$ cat config.mk
export PLATFORM = sky130hd
export DESIGN_NAME = regfile_rename_ckpt
export DESIGN_NICKNAME = d
export VERILOG_FILES = /design/src/rtl/rf_pkg.sv /design/src/rtl/rf_ckpt_slot.sv /design/src/rtl/regfile_rename_ckpt.sv
export SDC_FILE = /design/constraint.sdc
export NUM_CORES = 2
export LEC_CHECK = 0
export BUFFER_PORTS_ARGS = -buffer_cell sky130_fd_sc_hd__buf_2
export CELL_PAD_IN_SITES_DETAIL_PLACEMENT = 0
export CELL_PAD_IN_SITES_GLOBAL_PLACEMENT = 2
export CORE_MARGIN = 5
export CORE_UTILIZATION = 47
export DETAILED_ROUTE_END_ITERATION = 8
export HOLD_SLACK_MARGIN = 0.08
export PLACE_DENSITY_LB_ADDON = 0.1
export SYNTH_ARGS = -nofsm -noshare
export SYNTH_HDL_FRONTEND = slang
export SYNTH_SLANG_ARGS = --single-unit
$ cat constraint.sdc
create_clock -name clk -period 7.6 [get_ports clk]
set_input_delay 0.76 -clock clk [delete_from_list [all_inputs] [get_ports clk]]
set_output_delay 0.76 -clock clk [all_outputs]
set_load 0.01 [all_outputs]
$ cat src/rtl/rf_pkg.sv
// Shared types and helpers for the register file / rename table and its checkpoint slots.
package rf_pkg;

    localparam int NUM_REGS   = 32;
    localparam int REG_W      = $clog2(NUM_REGS);
    localparam int ROB_W      = 4;
    localparam int MAX_CKPT   = 16;
    localparam int MAX_CKPT_W = $clog2(MAX_CKPT);

    typedef struct packed {
        logic             busy;
        logic [ROB_W-1:0] tag;
    } rn_entry_t;

    // Index of the lowest set bit; 0 when none is set.
    function automatic logic [MAX_CKPT_W-1:0] lowest_free(input logic [MAX_CKPT-1:0] free);
        lowest_free = '0;
        for (int i = MAX_CKPT - 1; i >= 0; i--) begin
            if (free[i]) lowest_free = MAX_CKPT_W'(i);
        end
    endfunction

endpackage

$ cat src/rtl/rf_ckpt_slot.sv
// One branch checkpoint: a snapshot of the rename table plus its valid bit.
module rf_ckpt_slot import rf_pkg::*; (
    input  logic                      clk,
    input  logic                      rst_n,
    input  logic                      en,
    input  logic                      clear,
    input  logic                      load,
    input  rn_entry_t [NUM_REGS-1:0]  load_data,
    input  logic                      cm_en,
    input  logic [REG_W-1:0]          cm_rd,
    input  logic [ROB_W-1:0]          cm_tag,
    input  logic                      free,
    output logic                      valid,
    output logic                      valid_next,
    output rn_entry_t [NUM_REGS-1:0]  snap
);

    // A free landing on the slot being loaded wins, so a released slot is retaken a cycle later.
    assign valid_next = clear ? 1'b0 : ((valid | load) & ~free);

    always_ff @(posedge clk or negedge rst_n) begin
        if (!rst_n)  valid <= 1'b0;
        else if (en) valid <= valid_next;
    end

    // NOTE: the snapshot array has no reset; nothing reads it unless valid is set.
    always_ff @(posedge clk) begin
        if (en && !clear) begin
            if (load) begin
                snap <= load_data;
            end else if (cm_en && snap[cm_rd].tag == cm_tag) begin
                snap[cm_rd].busy <= 1'b0;
            end
        end
    end

endmodule

$ cat src/rtl/regfile_rename_ckpt.sv
// Architectural register file with rename table, bypassing read ports and branch checkpoints.
// Register count and ROB tag width come from rf_pkg so the rename entry type stays consistent.
module regfile_rename_ckpt import rf_pkg::*; #(
    parameter int  NUM_RD   = 2,
    parameter int  NUM_CKPT = 4,
    localparam int CKPT_W   = (NUM_CKPT > 1) ? $clog2(NUM_CKPT) : 1
) (
    input  logic                      clk,
    input  logic                      rst_n,
    input  logic                      rdy,
    input  logic                      clear,
    input  logic                      cm_valid,
    input  logic [REG_W-1:0]          cm_rd,
    input  logic [ROB_W-1:0]          cm_tag,
    input  logic [31:0]               cm_val,
    input  logic                      rn_valid,
    input  logic [REG_W-1:0]          rn_rd,
    input  logic [ROB_W-1:0]          rn_tag,
    input  logic [NUM_RD*REG_W-1:0]   rd_id,
    output logic [NUM_RD-1:0]         rd_busy,
    output logic [NUM_RD*ROB_W-1:0]   rd_tag,
    output logic [NUM_RD*32-1:0]      rd_val,
    output logic [NUM_RD*ROB_W-1:0]   rob_q_tag,
    input  logic [NUM_RD-1:0]         rob_q_ready,
    input  logic [NUM_RD*32-1:0]      rob_q_val,
    input  logic                      ck_take,
    output logic                      ck_ready,
    output logic [CKPT_W-1:0]         ck_id,
    input  logic                      ck_restore,
    input  logic [CKPT_W-1:0]         ck_restore_id,
    input  logic [NUM_CKPT-1:0]       ck_free_mask,
    output logic [CKPT_W:0]           ck_count
);

    logic [31:0]              regs [NUM_REGS];
    rn_entry_t [NUM_REGS-1:0] live, live_next;
    rn_entry_t [NUM_REGS-1:0] slot_snap [NUM_CKPT];
    logic [NUM_CKPT-1:0]      slot_valid, slot_valid_next, slot_load, slot_free;
    logic [CKPT_W:0]          count, count_next;
    logic                     cm_en, rn_en, restore_hit, take_acc;

    assign cm_en       = cm_valid && (cm_rd != '0);
    assign rn_en       = rn_valid && (rn_rd != '0);
    assign restore_hit = ck_restore && (int'(ck_restore_id) < NUM_CKPT) && slot_valid[ck_restore_id];

    assign ck_ready = |(~slot_valid);
    assign ck_id    = CKPT_W'(lowest_free(MAX_CKPT'(~slot_valid)));
    assign take_acc = ck_take && ck_ready && rdy && !clear && !restore_hit;
    assign ck_count = count;

    // NOTE: combinational blocks use blocking assignments and start from a full default, so no latch is inferred.
    always_comb begin
        live_next = live;
        if (clear) begin
            live_next = '0;
        end else if (restore_hit) begin
            live_next = slot_snap[ck_restore_id];
            if (cm_en && live_next[cm_rd].tag == cm_tag) live_next[cm_rd].busy = 1'b0;
        end else begin
            if (cm_en && live[cm_rd].tag == cm_tag && !(rn_en && rn_rd == cm_rd))
                live_next[cm_rd].busy = 1'b0;
            if (rn_en) live_next[rn_rd] = '{busy: 1'b1, tag: rn_tag};
        end
    end

    for (genvar s = 0; s < NUM_CKPT; s++) begin : g_slot
        assign slot_load[s] = take_acc && (ck_id == CKPT_W'(s));
        assign slot_free[s] = ck_free_mask[s] || (restore_hit && ck_restore_id == CKPT_W'(s));

        rf_ckpt_slot u_slot (
            .clk        (clk),
            .rst_n      (rst_n),
            .en         (rdy),
            .clear      (clear),
            .load       (slot_load[s]),
            .load_data  (live_next),
            .cm_en      (cm_en),
            .cm_rd      (cm_rd),
            .cm_tag     (cm_tag),
            .free       (slot_free[s]),
            .valid      (slot_valid[s]),
            .valid_next (slot_valid_next[s]),
            .snap       (slot_snap[s])
        );
    end

    always_comb begin
        count_next = '0;
        for (int s = 0; s < NUM_CKPT; s++) count_next = count_next + (CKPT_W+1)'(slot_valid_next[s]);
    end

    // NOTE: the value array is reset because every register must read zero after reset.
    always_ff @(posedge clk or negedge rst_n) begin
        if (!rst_n) begin
            live  <= '0;
            count <= '0;
            for (int i = 0; i < NUM_REGS; i++) regs[i] <= '0;
        end else if (rdy) begin
            live  <= live_next;
            count <= count_next;
            if (cm_en) regs[cm_rd] <= cm_val;
        end
    end

    for (genvar p = 0; p < NUM_RD; p++) begin : g_rd
        logic [REG_W-1:0] r;
        logic             busy_o;
        logic [ROB_W-1:0] tag_o;
        logic [31:0]      val_o;

        always_comb begin
            r      = rd_id[p*REG_W +: REG_W];
            busy_o = 1'b0;
            tag_o  = '0;
            val_o  = '0;
            if (r != '0) begin
                if (rn_valid && rn_rd == r) begin
                    busy_o = 1'b1;
                    tag_o  = rn_tag;
                    val_o  = regs[r];
                end else if (cm_valid && cm_rd == r && live[r].busy && live[r].tag == cm_tag) begin
                    tag_o  = live[r].tag;
                    val_o  = cm_val;
                end else if (live[r].busy) begin
                    busy_o = !rob_q_ready[p];
                    tag_o  = live[r].tag;
                    val_o  = rob_q_val[p*32 +: 32];
                end else begin
                    tag_o  = live[r].tag;
                    val_o  = regs[r];
                end
            end
        end

        assign rd_busy[p]              = busy_o;
        assign rd_tag[p*ROB_W +: ROB_W] = tag_o;
        assign rob_q_tag[p*ROB_W +: ROB_W] = tag_o;
        assign rd_val[p*32 +: 32]      = val_o;
    end

endmodule

==> qor.yml <==
dr.pass1.iters: 6
fin_skew_ps: 43.9
min_period_over_period_pct: 84.4
async_reset_ff_share_pct: 65.0
layout-drive-gt1-share_pct: 41.1
drt-initial-drc-count: 8875
min_from: "ck_free_mask[1]"
clk_pin_slew_ps: 60
cp_slowest_cell: "nand3_4"
hold_class: "in -> reg"
r2r_end: "g_slot[2].u_slot.snap[99]"
multiInputGateArea_um2: 50200
worst_ep_required_time_ps: 6840
maxSlewHeadroom_pct: 9.17
reg2reg_depth: 10
place_congestion: 0.935
place_area_um2: 106000
final_nets: 7159
maxCapViolations: 0
crit_type: "in -> out"
drc: 0
dpl.hpwl_um: 224000
fillers: 18202
worst_r2r_startpoint: "g_slot[0].u_slot.valid"
yosysSeqAreaShare_pct: 47.9
crit_chain: "buf_8 > mux4_2 > mux4_2 > mux2i_1 > xnor2_1 > nor3_1 > nand3_4 > o221a_2 > buf_2"
synthCells: 7183
io_pins: 228
rsz0062_at_grt: "false"
critical_path_depth: 9
initial_core_util_pct: 47.2
yosysTopAreaCell: "dfrtp_1"
cts_resized: 0
syn2layout_area_growth_pct: 10.6
crit_fanout: 86
worst_pin_slew_ps: 1360
synth_area_per_cell_um2: 14.3
status: "finished clean"
p_per_area_nw_per_um2: 226
clockBufferDepth: 3
clock_sinks: 1831
setup_viol: 0
insertion_delay_ps: 870
ys_types: 70
port_buffers: 227
numCtsBuffers: 203
syn-num-nets: 7326
r2r_slack_ps: 2910
max_freq_mhz: 156
min_to: "g_slot[1].u_slot.valid"
holdPathStages: 3
synth_area_leaders: "dfrtp_1, mux4_2, edfxtp_1"
vias: 69562
grt_pass1_vias: 70863
crit_family: "simple AND/OR/NAND/NOR gates"
synth_top_area_share_pct: 29.1
final.setup.tns_ps: 0
routed_wirelength_um: 370000
chipHeight_um: 477
synth_edf_count: 640
final_area_um2: 113000
antenna_found_initial: 14
yosys_register_bits: 1831
core_area_um2: 217000
overflow: 0
cts_max_level: 4
viasPerCell: 6.92
critPathLaunchType: "input port"
die_x_um: 477
row_count: 171
grt_max_degree: 177
track_usage_pct: 32.3
ant_nets: 0
synth_area_um2: 102000
peakVddDrop_mv: 0.179
grt_first_pass_wirelength_um: 533000
min_period_ps: 6410
root_buffer: "clkbuf_16"
report.final.slew_viol_count: 0
cp.arrival_ps: 5650
synth_ff_type: "dfrtp_1"
wl_per_cell_um: 36.8
p_leak_nw: 44.4
path_buf_inv: 2
path_common_cell: "mux4_2"
endpoint_kind: "output port"
slowest_delay_ps: 840
seq_area_um2: 49000
tritoncts: "built"
dieArea_um2: 227000
synth_warnings: 0
cp-startpoint: "rd_id[1]"
hold_viol_final: 0
## report_power, final
group          leakage, nW  internal [W]  switching [W]
Clock                 3.42       0.00617        0.00427
Sequential            22.1        0.0109       0.000533
Combinational         18.8       0.00193        0.00178
Total                 44.4        0.0190        0.00658
## layout by cell type, fill, tap and decap left out, types with 25 or more instances in the layout
cell	Yosys	layout
a2111oi_0	28	28
a21oi_1	201	201
a22oi_1	66	66
and2_1	31	30
buf_2	62	211
buf_4	26	162
bufinv_16	0	26
clkbuf_1	546	43
clkbuf_16	0	208
clkbuf_8	0	32
clkinv_2	0	39
dfrtp_1	1191	1191
edfxtp_1	640	640
inv_1	147	143
mux2_2	1004	1004
mux2i_1	322	322
mux4_2	1062	1062
nand2_1	202	195
nand3_1	79	74
nand4_1	28	28
nor2_1	712	669
nor2_4	0	25
o211ai_1	220	220
o21ai_0	45	44
o221a_2	64	64
o22ai_1	38	38
o31ai_1	30	30
xor2_1	27	26
## synthesized netlist by cell type (8+ instances only)
cell	count
o32ai_1	13
xnor2_1	23
nor3_1	20
nor2_1	712
edfxtp_1	640
nor2b_1	16
o22ai_1	38
nor4_1	15
buf_2	62
o31ai_1	30
a2111oi_0	28
xor2_1	27
nand2b_1	25
o221a_2	64
nand3b_1	8
clkbuf_1	546
nand4_1	28
a211oi_1	13
mux2i_1	322
o211ai_1	220
nand3_1	79
mux2_2	1004
and2_1	31
a21oi_1	201
inv_1	147
nand2_1	202
mux4_2	1062
buf_1	140
or3_1	14
buf_4	26
or2_2	8
a22oi_1	66
o21ai_0	45
and3_1	9
dfrtp_1	1191
a22o_1	9
## repair_timing
action | CTS | global route
hold endpoints to repair | 98 | 0
setup buffers | 0 | 0
hold buffers | 1 | 0
## worst max-delay path by stage
stage	end	slack, ps
floorplan	g_slot[2].u_slot.snap[0]	1230
global placement	rd_val[1]	1370
detailed placement	rd_val[1]	1330
CTS	rd_val[1]	1330
global route	rd_val[30]	1270
finish	rd_val[1]	1190
## stage by stage
stage	instances	setup WS (ps)	power (W)	utilization (%)	hold WS [ps]
global route	10055	1270	0.0264	52.2	347
global placement	9664	1370	0.0152	49.0	376
floorplan	7183	1230	0.0140	-	441
CTS	10044	1330	0.0257	52.2	314
finish	10059	1190	0.0256	52.2	375
detailed placement	9664	1330	0.0153	49.0	383
## kinds of logic (layout without fill, tap and decap cells)
logic type,count (synthesis),count (layout),synth area share (%)
adders and majority gates,3,3,0.0440
buffers and inverters,929,936,3.63
DFF,1831,1831,47.9
other,0,15,0
AOI/OAI and AO/OA,772,772,5.36
and+or+nand+nor,1210,1210,5.15
muxes,2388,2388,37.5
xor gates and xnor gates,50,50,0.428
## worst register-to-register path: stages, from the launching register on
cell and delay, ps:
dfrtp_1 460, mux4_2 530, and2_2 220, nor2_1 750, nand4_1 250, or2_4 490
buf_4 530, inv_1 510, a31oi_4 50, buf_4 340, a21oi_1 270
## cell type report
| cell class | count | share of cell area, % |
|---|---|---|
| diodes | 15 | 0.0331 |
| flip-flops and latches | 1831 | 43.3 |
| clock inverters | 98 | 1.05 |
| clock buffers | 281 | 5.10 |
| well taps | 2854 | 3.15 |
| inverters | 148 | 0.510 |
| multi-input cells | 4423 | 44.3 |
| repair buffers | 409 | 2.56 |
## per-layer routing
metal  part of all wire [%]  wire length (um)  GRT usage, %  up-vias
li1                       -                 -             -    27711
met1                     42            156000          47.3    37744
met3                    9.3             34500          7.43      666
met5                 0.0032                12             0        -
met4                    3.9             14300          11.2        2
met2                     45            165000          47.7     3439
## state kept, by name, summed over array words and instances, names as in the netlist
name,flops
live,160
g_slot.u_slot.valid,4
ck_count,3
g_slot.u_slot.snap,640
regs,1024
Note: power is estimated with default switching activity, not from simulation.
